`src/rtl/alu_arb_pkg.sv`:
```
// rtl/alu_arb_pkg.sv - shared opcodes, flag indices, flag-update mask and FSM state encoding
// Imported by alu_arbiter and alu_arbiter_if; no ports.
package alu_arb_pkg;

  // Same encoding as the ALU Opcode input.
  typedef enum logic [3:0] {
    OP_ADD    = 4'h0,
    OP_SUB    = 4'h1,
    OP_XOR    = 4'h2,
    OP_SLL    = 4'h3,
    OP_SRA    = 4'h4,
    OP_ROR    = 4'h5,
    OP_RED    = 4'h6,
    OP_PADDSB = 4'h7,
    OP_LW     = 4'h8,
    OP_SW     = 4'h9,
    OP_LHB    = 4'hA,
    OP_LLB    = 4'hB,
    OP_B      = 4'hC,
    OP_BR     = 4'hD,
    OP_PCS    = 4'hE,
    OP_HLT    = 4'hF
  } opcode_e;

  // Flag vector bit order is {Z,V,N}.
  localparam int FLAG_Z = 2;
  localparam int FLAG_V = 1;
  localparam int FLAG_N = 0;

  typedef logic [0:0] state_t;
  localparam state_t ST_RUN  = 1'b0;
  localparam state_t ST_HALT = 1'b1;

  // Which flag bits an opcode is allowed to write.
  function automatic logic [2:0] flag_mask(input logic [3:0] op);
    logic [2:0] mask;
    mask = 3'b000;
    case (op)
      OP_ADD, OP_SUB: begin
        mask[FLAG_Z] = 1'b1;
        mask[FLAG_V] = 1'b1;
        mask[FLAG_N] = 1'b1;
      end
      OP_XOR, OP_SLL, OP_SRA, OP_ROR, OP_RED, OP_PADDSB: mask[FLAG_Z] = 1'b1;
      default: mask = 3'b000;
    endcase
    return mask;
  endfunction

endpackage

```
`src/rtl/alu_arbiter_if.sv`:
```
// rtl/alu_arbiter_if.sv - request, ALU and response bundle of the ALU arbiter
// slave  : arbiter side (takes requests, drives ALU operands, owns the response slot)
// master : environment side (requesters, ALU, response consumer)
interface alu_arbiter_if #(parameter int DATA_W = 16);
  logic [1:0]             req_valid;
  logic [1:0]             req_ready;
  logic [1:0][3:0]        req_op;
  logic [1:0][DATA_W-1:0] req_in1;
  logic [1:0][DATA_W-1:0] req_in2;
  logic [3:0]             alu_op;
  logic [DATA_W-1:0]      alu_in1;
  logic [DATA_W-1:0]      alu_in2;
  logic [2:0]             alu_flags_in;
  logic [DATA_W-1:0]      alu_out;
  logic [2:0]             alu_flags_out;
  logic                   rsp_valid;
  logic                   rsp_ready;
  logic                   rsp_id;
  logic [DATA_W-1:0]      rsp_data;
  logic [2:0]             rsp_flags;
  logic                   halted;
  logic                   resume;

  modport slave (
    input  req_valid, req_op, req_in1, req_in2, alu_out, alu_flags_out, rsp_ready, resume,
    output req_ready, alu_op, alu_in1, alu_in2, alu_flags_in,
           rsp_valid, rsp_id, rsp_data, rsp_flags, halted
  );

  modport master (
    output req_valid, req_op, req_in1, req_in2, alu_out, alu_flags_out, rsp_ready, resume,
    input  req_ready, alu_op, alu_in1, alu_in2, alu_flags_in,
           rsp_valid, rsp_id, rsp_data, rsp_flags, halted
  );
endinterface

```
`src/rtl/rr_arb2.sv`:
```
// rtl/rr_arb2.sv - two-way round-robin grant with priority pointer
// clk, rst_n : clock, asynchronous active-low reset
// req        : per-requester request (already qualified)
// gnt        : one-hot-or-zero grant
module rr_arb2 #(
  parameter bit INIT = 1'b0
) (
  input  logic       clk,
  input  logic       rst_n,
  input  logic [1:0] req,
  output logic [1:0] gnt
);

  // ptr_q names the requester that wins a tie.
  logic ptr_q;

  assign gnt[0] = req[0] & (~req[1] | ~ptr_q);
  assign gnt[1] = req[1] & (~req[0] |  ptr_q);

  always_ff @(posedge clk or negedge rst_n) begin
    if (!rst_n) begin
      ptr_q <= INIT;
    end else if (|gnt) begin
      // Priority passes to whoever was not just served.
      ptr_q <= gnt[0];
    end
  end

endmodule

```
`src/rtl/alu_arbiter.sv`:
```
// rtl/alu_arbiter.sv - shares one 16-bit ALU between EX stage (req 0) and debug port (req 1)
// clk, rst_n : clock, asynchronous active-low reset
// bus        : alu_arbiter_if.slave (requests, ALU drive, response slot, halt/resume)
// Optional: ALU_ARB_FIXED_PRIO_EN gives requester 0 strict priority (no RR pointer).
module alu_arbiter
  import alu_arb_pkg::*;
#(
  parameter int DATA_W  = 16,
  parameter bit RR_INIT = 1'b0
) (
  input  logic         clk,
  input  logic         rst_n,
  alu_arbiter_if.slave bus
);

  state_t            state_q;
  logic [2:0]        flags_q [2];
  logic              rsp_valid_q;
  logic              rsp_id_q;
  logic [DATA_W-1:0] rsp_data_q;
  logic [2:0]        rsp_flags_q;

  logic       slot_free;
  logic [1:0] elig;
  logic [1:0] gnt;
  logic       grant;
  logic       sel;
  logic [2:0] mask;
  logic [2:0] flags_new;
  logic       hlt_grant;

  // A draining slot can be refilled in the same cycle.
  assign slot_free = ~rsp_valid_q | bus.rsp_ready;
  assign elig[0]   = bus.req_valid[0] & (state_q != ST_HALT) & slot_free;
  assign elig[1]   = bus.req_valid[1] & slot_free;

`ifdef ALU_ARB_FIXED_PRIO_EN
  assign gnt = {elig[1] & ~elig[0], elig[0]};
`else
  rr_arb2 #(.INIT(RR_INIT)) u_rr (
    .clk   (clk),
    .rst_n (rst_n),
    .req   (elig),
    .gnt   (gnt)
  );
`endif

  assign grant = |gnt;
  // No grant selects requester 0 so the ALU inputs are always defined.
  assign sel   = gnt[1];

  assign bus.req_ready    = gnt;
  assign bus.alu_op       = bus.req_op[sel];
  assign bus.alu_in1      = bus.req_in1[sel];
  assign bus.alu_in2      = bus.req_in2[sel];
  assign bus.alu_flags_in = flags_q[sel];

  assign mask      = flag_mask(bus.req_op[sel]);
  assign flags_new = (flags_q[sel] & ~mask) | (bus.alu_flags_out & mask);
  assign hlt_grant = gnt[0] & (bus.req_op[0] == OP_HLT);

  always_ff @(posedge clk or negedge rst_n) begin
    if (!rst_n) begin
      state_q     <= ST_RUN;
      flags_q[0]  <= 3'b000;
      flags_q[1]  <= 3'b000;
      rsp_valid_q <= 1'b0;
      rsp_id_q    <= 1'b0;
      rsp_data_q  <= '0;
      rsp_flags_q <= 3'b000;
    end else begin
      if (grant) begin
        flags_q[sel] <= flags_new;
        rsp_valid_q  <= 1'b1;
        rsp_id_q     <= sel;
        rsp_data_q   <= bus.alu_out;
        rsp_flags_q  <= flags_new;
      end else if (bus.rsp_ready) begin
        rsp_valid_q  <= 1'b0;
      end

      // HLT can only be granted in RUN, so it naturally beats a coincident resume.
      if (hlt_grant) begin
        state_q <= ST_HALT;
      end else if (state_q == ST_HALT && bus.resume) begin
        state_q <= ST_RUN;
      end
    end
  end

  assign bus.rsp_valid = rsp_valid_q;
  assign bus.rsp_id    = rsp_id_q;
  assign bus.rsp_data  = rsp_data_q;
  assign bus.rsp_flags = rsp_flags_q;
  assign bus.halted    = (state_q == ST_HALT);

endmodule

```
`src/flat_wrapper.sv`:
```
// flat-port wrapper written by rule: the top's interface ports become plain ports
module alu_arbiter_flat import alu_arb_pkg::*;
#(
  parameter int DATA_W  = 16,
  parameter bit RR_INIT = 1'b0
)
  (clk, rst_n, bus_req_valid, bus_req_op, bus_req_in1, bus_req_in2, bus_alu_out, bus_alu_flags_out, bus_rsp_ready, bus_resume, bus_req_ready, bus_alu_op, bus_alu_in1, bus_alu_in2, bus_alu_flags_in, bus_rsp_valid, bus_rsp_id, bus_rsp_data, bus_rsp_flags, bus_halted);
  alu_arbiter_if #(.DATA_W(DATA_W)) bus_i ();
  input  logic clk;
  input  logic rst_n;
  input wire logic [$bits(bus_i.req_valid)-1:0] bus_req_valid;
  input wire logic [$bits(bus_i.req_op)-1:0] bus_req_op;
  input wire logic [$bits(bus_i.req_in1)-1:0] bus_req_in1;
  input wire logic [$bits(bus_i.req_in2)-1:0] bus_req_in2;
  input wire logic [$bits(bus_i.alu_out)-1:0] bus_alu_out;
  input wire logic [$bits(bus_i.alu_flags_out)-1:0] bus_alu_flags_out;
  input wire logic [$bits(bus_i.rsp_ready)-1:0] bus_rsp_ready;
  input wire logic [$bits(bus_i.resume)-1:0] bus_resume;
  output wire logic [$bits(bus_i.req_ready)-1:0] bus_req_ready;
  output wire logic [$bits(bus_i.alu_op)-1:0] bus_alu_op;
  output wire logic [$bits(bus_i.alu_in1)-1:0] bus_alu_in1;
  output wire logic [$bits(bus_i.alu_in2)-1:0] bus_alu_in2;
  output wire logic [$bits(bus_i.alu_flags_in)-1:0] bus_alu_flags_in;
  output wire logic [$bits(bus_i.rsp_valid)-1:0] bus_rsp_valid;
  output wire logic [$bits(bus_i.rsp_id)-1:0] bus_rsp_id;
  output wire logic [$bits(bus_i.rsp_data)-1:0] bus_rsp_data;
  output wire logic [$bits(bus_i.rsp_flags)-1:0] bus_rsp_flags;
  output wire logic [$bits(bus_i.halted)-1:0] bus_halted;
  assign bus_i.req_valid = bus_req_valid;
  assign bus_i.req_op = bus_req_op;
  assign bus_i.req_in1 = bus_req_in1;
  assign bus_i.req_in2 = bus_req_in2;
  assign bus_i.alu_out = bus_alu_out;
  assign bus_i.alu_flags_out = bus_alu_flags_out;
  assign bus_i.rsp_ready = bus_rsp_ready;
  assign bus_i.resume = bus_resume;
  assign bus_req_ready = bus_i.req_ready;
  assign bus_alu_op = bus_i.alu_op;
  assign bus_alu_in1 = bus_i.alu_in1;
  assign bus_alu_in2 = bus_i.alu_in2;
  assign bus_alu_flags_in = bus_i.alu_flags_in;
  assign bus_rsp_valid = bus_i.rsp_valid;
  assign bus_rsp_id = bus_i.rsp_id;
  assign bus_rsp_data = bus_i.rsp_data;
  assign bus_rsp_flags = bus_i.rsp_flags;
  assign bus_halted = bus_i.halted;
  alu_arbiter #(.DATA_W(DATA_W), .RR_INIT(RR_INIT)) u_core (.clk(clk), .rst_n(rst_n), .bus(bus_i));
endmodule
```
`config.mk`:
```
export PLATFORM = sky130hd
export DESIGN_NAME = alu_arbiter_flat
export DESIGN_NICKNAME = d
export VERILOG_FILES = /design/src/rtl/alu_arb_pkg.sv /design/src/rtl/alu_arbiter_if.sv /design/src/rtl/rr_arb2.sv /design/src/rtl/alu_arbiter.sv /design/src/flat_wrapper.sv
export SDC_FILE = /design/constraint.sdc
export NUM_CORES = 1
export LEC_CHECK = 0
export CAP_MARGIN = 20
export CORE_MARGIN = 5
export CORE_UTILIZATION = 29
export DETAILED_ROUTE_END_ITERATION = 6
export PLACE_DENSITY = 0.78
export SKIP_LAST_GASP = 1
export SLEW_MARGIN = 20
export SYNTH_ARGS = -nofsm -noshare
export SYNTH_HDL_FRONTEND = slang
export SYNTH_SLANG_ARGS = --single-unit
```
`constraint.sdc`:
```
create_clock -name clk -period 1.8 [get_ports clk]
set_input_delay 0.36 -clock clk [delete_from_list [all_inputs] [get_ports clk]]
set_output_delay 0.36 -clock clk [all_outputs]
set_load 0.05 [all_outputs]
```
==> results of run 1 <==
[stage by stage]
| stage | setup TNS (ns) | instances | hold WS [ns] | cell area, um^2 | setup slack [ns] |
|---|---|---|---|---|---|
| 2_1_floorplan | -7.943 | 224 | 0.06441 | 2217 | -0.2432 |
| 3_3_place_gp | -24.36 | 466 | 0.4647 | 4307 | -0.5604 |
| 3_5_place_dp | -27.13 | 466 | 0.4755 | 4307 | -0.6247 |
| 4_1_cts | -15.56 | 482 | 0.2366 | 4692 | -0.4891 |
| 5_1_grt | -18.09 | 487 | 0.2385 | 4771 | -0.5568 |
| 6_report | -15.66 | 487 | 0.2470 | 4771 | -0.5091 |
[per-layer routing]
metal | global-route usage (%) | routed length, um | vias up
met5 | 0 | 0 | -
met4 | 6.089 | 168 | 0
met3 | 8.756 | 1117 | 19
met2 | 38.04 | 4423 | 134
met1 | 20.64 | 2839 | 1096
li1 | - | - | 1117
[flip-flops by register name, summed over array words and instances, names as in the netlist]
| signal | count |
|---|---|
| u_core.bus.rsp_data | 16 |
| u_core.bus.rsp_id | 1 |
| u_core.flags_q | 6 |
| u_core.bus.rsp_flags | 3 |
| u_core.u_rr.ptr_q | 1 |
| u_core.bus.halted | 1 |
| u_core.bus.rsp_valid | 1 |
[worst max-delay path by stage]
stage	endpoint	depth (start not counted)	from
3_5_place_dp	bus_alu_in1[12]	8	bus_req_valid[0]
3_3_place_gp	bus_alu_in1[12]	8	bus_req_valid[0]
4_1_cts	bus_alu_op[1]	6	u_core.u_rr.ptr_q$_DFFE_PN0P_
2_1_floorplan	bus_alu_in1[1]	8	u_core.bus.halted$_DFFE_PN0P_
5_1_grt	bus_alu_op[1]	6	u_core.u_rr.ptr_q$_DFFE_PN0P_
6_report	bus_alu_op[1]	6	u_core.u_rr.ptr_q$_DFFE_PN0P_
[layout make-up]
| cell class | count | area [um^2] |
|---|---|---|
| well taps | 75 | 93.84 |
| fillers | 340 | 1220 |
| flip-flops and latches | 29 | 728.2 |
| inverters | 5 | 27.53 |
| clock inverters | 3 | 17.52 |
| multi-input cells | 178 | 1524 |
| repair buffers | 192 | 2311 |
| clock buffers | 5 | 68.82 |
[cells in the final DEF, fill, tap and decap left out, types with 3 or more instances in the layout]
cell / count
buf_12: 45
buf_4: 43
buf_6: 4
clkbuf_8: 5
clkdlybuf4s50_1: 93
dfrtp_1: 27
inv_1: 3
mux2_2: 16
mux2_4: 4
nand2_1: 35
nand2_2: 35
nand2_4: 45
nand2_8: 3
nand3_4: 3
nand4_1: 4
o21ai_1: 5
[worst max-delay path, cell delays in order, from the launching register on]
cell and delay (ns):
dfrtp_1 0.41, or3b_4 0.43, nand3_4 0.16, buf_12 0.13, buf_12 0.09, mux2_4 0.30
buf_8 0.15
[timing repair]
action	in CTS	in global routing
setup endpoints to repair	44	46
gates resized for setup	51	16
pin swaps	2	4
setup buffers	6	5
cloned	3	0
[power by group through the flow]
stage          clock network (uW)  registers (uW)  logic (uW)
2_1_floorplan                   0            1170        1050
4_1_cts                       554             873        2600
6_report                      536             880        2630
3_3_place_gp                    0             870        2390
5_1_grt                       582             895        2740
3_5_place_dp                    0             875        2430
[kinds of logic (layout without fill, tap and decap cells)]
logic type | after synthesis | after routing | synth area share (%)
compound gates | 20 | 20 | 8.334
buf+inv | 18 | 205 | 6.955
flops | 29 | 29 | 39.95
mux | 21 | 21 | 13.22
simple gates | 136 | 137 | 31.54
==> qor.csv, run 1 <==
stage,metric,value,unit
routing,overall routed net length,8548,um
worst_setup_path,worst setup path category,reg -> out,
worst_setup_path,crit start category,flip-flop,
worst_setup_path,crit end category,output port,
yosys,largest area contributor in the netlist,dfrtp_1,
yosys,syn avg cell area,8.110,um^2
cts,H-tree levels,2,
routing,DRT iter0 DRCs,92,
cts,CTS tree,yes,
floorplan,Ports,160,
placed_design,IO Port Bufs,159,
grt,Total GRT Usage,20.48,%
worst_setup_path,R2R setup slack,0.02,ns
yosys,post-synthesis sequential area ratio,39.94,%
power,Psw,1794,uW
timing,Final Hold Vio Count,0,
grt,initial antenna violation count,0,
outcome,violated checks,negative setup slack,
floorplan,Core Footprint,5991,um^2
yosys,"count leader, synth",nand2_1,
timing,Final Slew Violations,0,
floorplan,DIE AREA,7948,um^2
power,Sw Share,44.37,%
yosys,"EDFF count, synth",0,
routing,vias per cell,4.858,
grt,largest net degree at the start of global routing,28,
cts,TritonCTS buffer count,5,
yosys,Most used DFF post-synth,dfrtp_1,
worst_setup_path,worst path required time,1.44,ns
yosys,most common library cells after synthesis,"nand2_1 (118), dfrtp_1 (29), mux2_2 (19)",
routing,drc violations,0,
yosys,synth top area cells,"dfrtp_1 (40%), nand2_1 (24%), mux2_2 (12%), buf_6 (3.7%), o21ai_0 (1.7%)",
yosys,library cells used by synthesis,31,
routing,Vias,2366,
power,Clk network pwr share,13.3,%
timing,RSZ-0062 raised after global routing,true,
yosys,post-synthesis cell area,1817,um^2
floorplan,initial core utilization,30.33,%
power,Pint,2250,uW
grt,first-pass GRT wire length,12450,um
timing,Final Skew,0.01109,ns
layout,diodes inserted,0,
timing,Worst slew margin,77.06,%
layout,Layout area overhead,162.6,%
yosys,syn nets,321,
placed_design,gpl congestion,0.7536,
cts,Worst-Skew Late Latency,0.29,ns
worst_setup_path,Worst R2R Path Depth,6,
routing,drt first pass iters,4,
floorplan,Die Height,89.15,um
floorplan,Chip Width,89.15,um
yosys,ys async rst share,100.0,%
routing,"antenna viol nets, final",0,
outcome,status,finished with violations,
worst_setup_path,worst r2r src,u_core.u_rr.ptr_q$_DFFE_PN0P_,
power,sequential share of power,21.8,%
cts,clk sink count,29,
grt,vias in the first global route,2506,
yosys,"flops & latches, synth",29,
timing,Final Cycle Share,128.3,%
power,Power Density,847.6,nW/um^2
yosys,Syn Inst Count,224,
timing,final worst slack,-0.5091,ns
routing,Routed WL per cell,17.55,um
cts,Post-CTS Hold Fix Bufs,0,
layout,final design utilization,79.64,%
placed_design,DP HPWL,6613,um
layout,Final nets,508,
hold_path,Hold/Removal Path Class,in -> async,
grt,GRT overflow,0,
timing,Worst-Margin Slew,0.3441,ns
timing,final setup fails,40,
timing,post-route minimum period,2.309,ns
cts,CTS Buffer Depth,2,
yosys,Synth Warn #,0,
job,max cap viols,0,
power,power after layout,4044,uW
worst_setup_path,worst r2r dst,u_core.bus.rsp_flags[2]$_DFFE_PN0P_,
layout,share of layout cells above drive strength 1,54.61,%
worst_setup_path,WP data arrival,1.95,ns
power,combinational share of power,65.0,%
power,cell leakage power,0.002138,uW
worst_setup_path,maximum fanout along the worst path,4,
cts,CTS Root Cell,clkbuf_8,
timing,Max Fclk,433.1,MHz
cts,"Reg clk slew, reported paths",0.07,ns
floorplan,row count,28,
yosys,top-area cell type share of the netlist area,39.94,%
power,worst vdd ir,941.3,uV
Note: power is estimated with default switching activity, not from simulation.
==> inputs of run 2 (changes only) <==
--- a/config.mk
+++ b/config.mk
@@ -6,10 +6,12 @@
 export NUM_CORES = 1
 export LEC_CHECK = 0
 export CAP_MARGIN = 20
+export CELL_PAD_IN_SITES_DETAIL_PLACEMENT = 0
+export CELL_PAD_IN_SITES_GLOBAL_PLACEMENT = 1
 export CORE_MARGIN = 5
-export CORE_UTILIZATION = 29
+export CORE_UTILIZATION = 19
 export DETAILED_ROUTE_END_ITERATION = 6
-export PLACE_DENSITY = 0.78
+export PLACE_DENSITY_LB_ADDON = 0.1
 export SKIP_LAST_GASP = 1
 export SLEW_MARGIN = 20
 export SYNTH_ARGS = -nofsm -noshare
==> run 2 against run 1 <==
  * The run still ends with negative setup slack left
  * Global-route usage is 7.4 points lower
  * Die area grew 46%
  * Sequential power fell by 0.8%
  * Critical path type unchanged
==> qor.csv, run 2 (same netlist as run 1, synthesis figures left out) <==
stage,metric,value,unit
outcome,status,finished with violations,
outcome,violated checks,negative setup slack,
power,cell leakage power,0.002097,uW
worst_setup_path,Worst R2R Path Depth,7,
timing,Worst-Margin Slew,0.3654,ns
worst_setup_path,worst path required time,1.44,ns
routing,Vias,2254,
timing,Final Hold Vio Count,0,
layout,Final Instance Area,4693,um^2
cts,Post-CTS Hold Fix Bufs,0,
worst_setup_path,worst r2r dst,u_core.flags_q[2]$_DFFE_PN0P_,
placed_design,Placed Area,4469,um^2
cts,CTS Root Cell,clkbuf_8,
floorplan,row count,35,
layout,share of layout cells above drive strength 1,51.44,%
routing,drt first pass iters,4,
floorplan,DIE AREA,11620,um^2
timing,Final Slew Violations,0,
placed_design,gpl congestion,0.7239,
worst_setup_path,R2R setup slack,0.09,ns
timing,Fin Setup TNS,-11.77,ns
placed_design,DP HPWL,6537,um
grt,Total GRT Usage,13.08,%
job,max cap viols,0,
worst_setup_path,worst setup path category,reg -> out,
routing,DRT iter0 DRCs,76,
grt,initial antenna violation count,0,
floorplan,initial core utilization,19.57,%
floorplan,Ports,160,
floorplan,Die Height,107.8,um
cts,CTS Buffer Depth,2,
grt,GRT overflow,0,
grt,first-pass GRT wire length,12070,um
cts,CTS tree,yes,
cts,TritonCTS buffer count,5,
layout,diodes inserted,0,
placed_design,IO Port Bufs,159,
layout,Final nets,512,
power,worst vdd ir,703.2,uV
grt,largest net degree at the start of global routing,30,
routing,"antenna viol nets, final",0,
worst_setup_path,worst r2r src,u_core.u_rr.ptr_q$_DFFE_PN0P_,
timing,Final Skew,0.004447,ns
timing,Final Cycle Share,119.9,%
routing,Routed WL per cell,14.30,um
routing,drc violations,0,
power,Power Density,841.8,nW/um^2
hold_path,Hold/Removal Path Class,in -> async,
layout,"commonest non-fill, non-tap cell in the layout",clkdlybuf4s50_1,
worst_setup_path,crit start category,flip-flop,
routing,overall routed net length,7792,um
worst_setup_path,crit end category,output port,
layout,Largest register FFs,16,
floorplan,Chip Width,107.8,um
grt,vias in the first global route,2268,
timing,Worst slew margin,75.64,%
worst_setup_path,WP data arrival,1.80,ns
floorplan,Core Footprint,9284,um^2
worst_setup_path,maximum fanout along the worst path,7,
cts,clk sink count,29,
cts,H-tree levels,2,
timing,RSZ-0062 raised after global routing,true,
timing,Max Fclk,463.3,MHz
layout,fillers,844,
layout,Layout area overhead,158.3,%
routing,vias per cell,4.136,
layout,"leading cell types in the layout, fill and taps excluded","clkdlybuf4s50_1 (94), buf_4 (52), nand2_1 (46), buf_12 (43)",
timing,final worst slack,-0.3583,ns
timing,final setup fails,40,
timing,post-route minimum period,2.158,ns
cts,"Reg clk slew, reported paths",0.06,ns
cts,Worst-Skew Late Latency,0.27,ns
==> run 2: changes by cell type in the layout (fill, tap and decap cells not counted), sizes merged <==
cell / before / now
dlygate4sd2: 1 / 2
clkbuf: 6 / 7
buf: 96 / 101
clkinvlp: 2 / 1
clkdlybuf4s50: 93 / 94
dlymetal6s2s: 1 / 0
clkinv: 2 / 1
nand3: 3 / 2
==> run 2: worst max-delay path by stage <==
stage,from,endpoint,slack [ns],cells past startpoint
after floorplan,u_core.bus.halted$_DFFE_PN0P_,bus_alu_in1[1],-0.24,8
after global placement,bus_req_valid[0],bus_alu_flags_in[0],-0.59,6
after global routing,u_core.u_rr.ptr_q$_DFFE_PN0P_,bus_alu_flags_in[0],-0.41,5
after detailed placement,bus_req_valid[0],bus_alu_flags_in[0],-0.60,6
after CTS,u_core.u_rr.ptr_q$_DFFE_PN0P_,bus_alu_flags_in[0],-0.39,5
final,u_core.u_rr.ptr_q$_DFFE_PN0P_,bus_alu_flags_in[0],-0.36,5
==> run 2: area by class of cell <==
| cell class | instances | area, um^2 | share of cell area, % |
|---|---|---|---|
| Sequential cell | 29 | 728.2 | 15.52 |
| Tap cell | 129 | 161.4 | 3.439 |
| Clock buffer | 7 | 96.34 | 2.053 |
| Multi-Input combinational cell | 177 | 1389 | 29.59 |
| Inverter | 5 | 25.02 | 0.5332 |
| Clock inverter | 1 | 5.005 | 0.1066 |
| Timing Repair Buffer | 197 | 2288 | 48.76 |
==> run 2: worst max-delay path, cell delays in order, from the launching register on <==
cell and delay (ns):
dfrtp_1 0.38, or3b_4 0.42, nand3_4 0.11, buf_12 0.14
mux2_4 0.32, buf_8 0.15
==> run 2: routing by layer <==
layer / up-vias / wire length, um / GRT usage, %
met4: 0 / 87 / 3.066
li1: 1122 / - / -
met1: 1018 / 3386 / 16.89
met3: 7 / 678 / 3.959
met2: 107 / 3640 / 21.36
met5: - / 0 / 0
==> run 2: metrics by stage <==
stage	util [%]	hold slack, ns	setup WS (ns)	std cells	power, uW
floorplan	-	0.06441	-0.2432	224	2216
CTS	50.03	0.4666	-0.3890	541	4008
global route	50.55	0.4842	-0.4098	545	4156
detailed placement	48.14	0.4700	-0.6007	531	3344
global placement	48.14	0.4670	-0.5876	531	3329
finish	50.55	0.4562	-0.3583	545	3951
==> run 2: power by group <==
group,leakage [uW],switching (uW),total [uW],internal (uW)
Clock,0.0000542,234,579,345
Combinational,0.00170,1350,2500,1150
Sequential,0.000347,87.6,873,785
==> run 2: repair_timing <==
item / CTS / global route
pin swaps: 1 / 0
setup endpoints to repair: 44 / 42
resized for setup: 19 / 6
setup buffers: 2 / 4
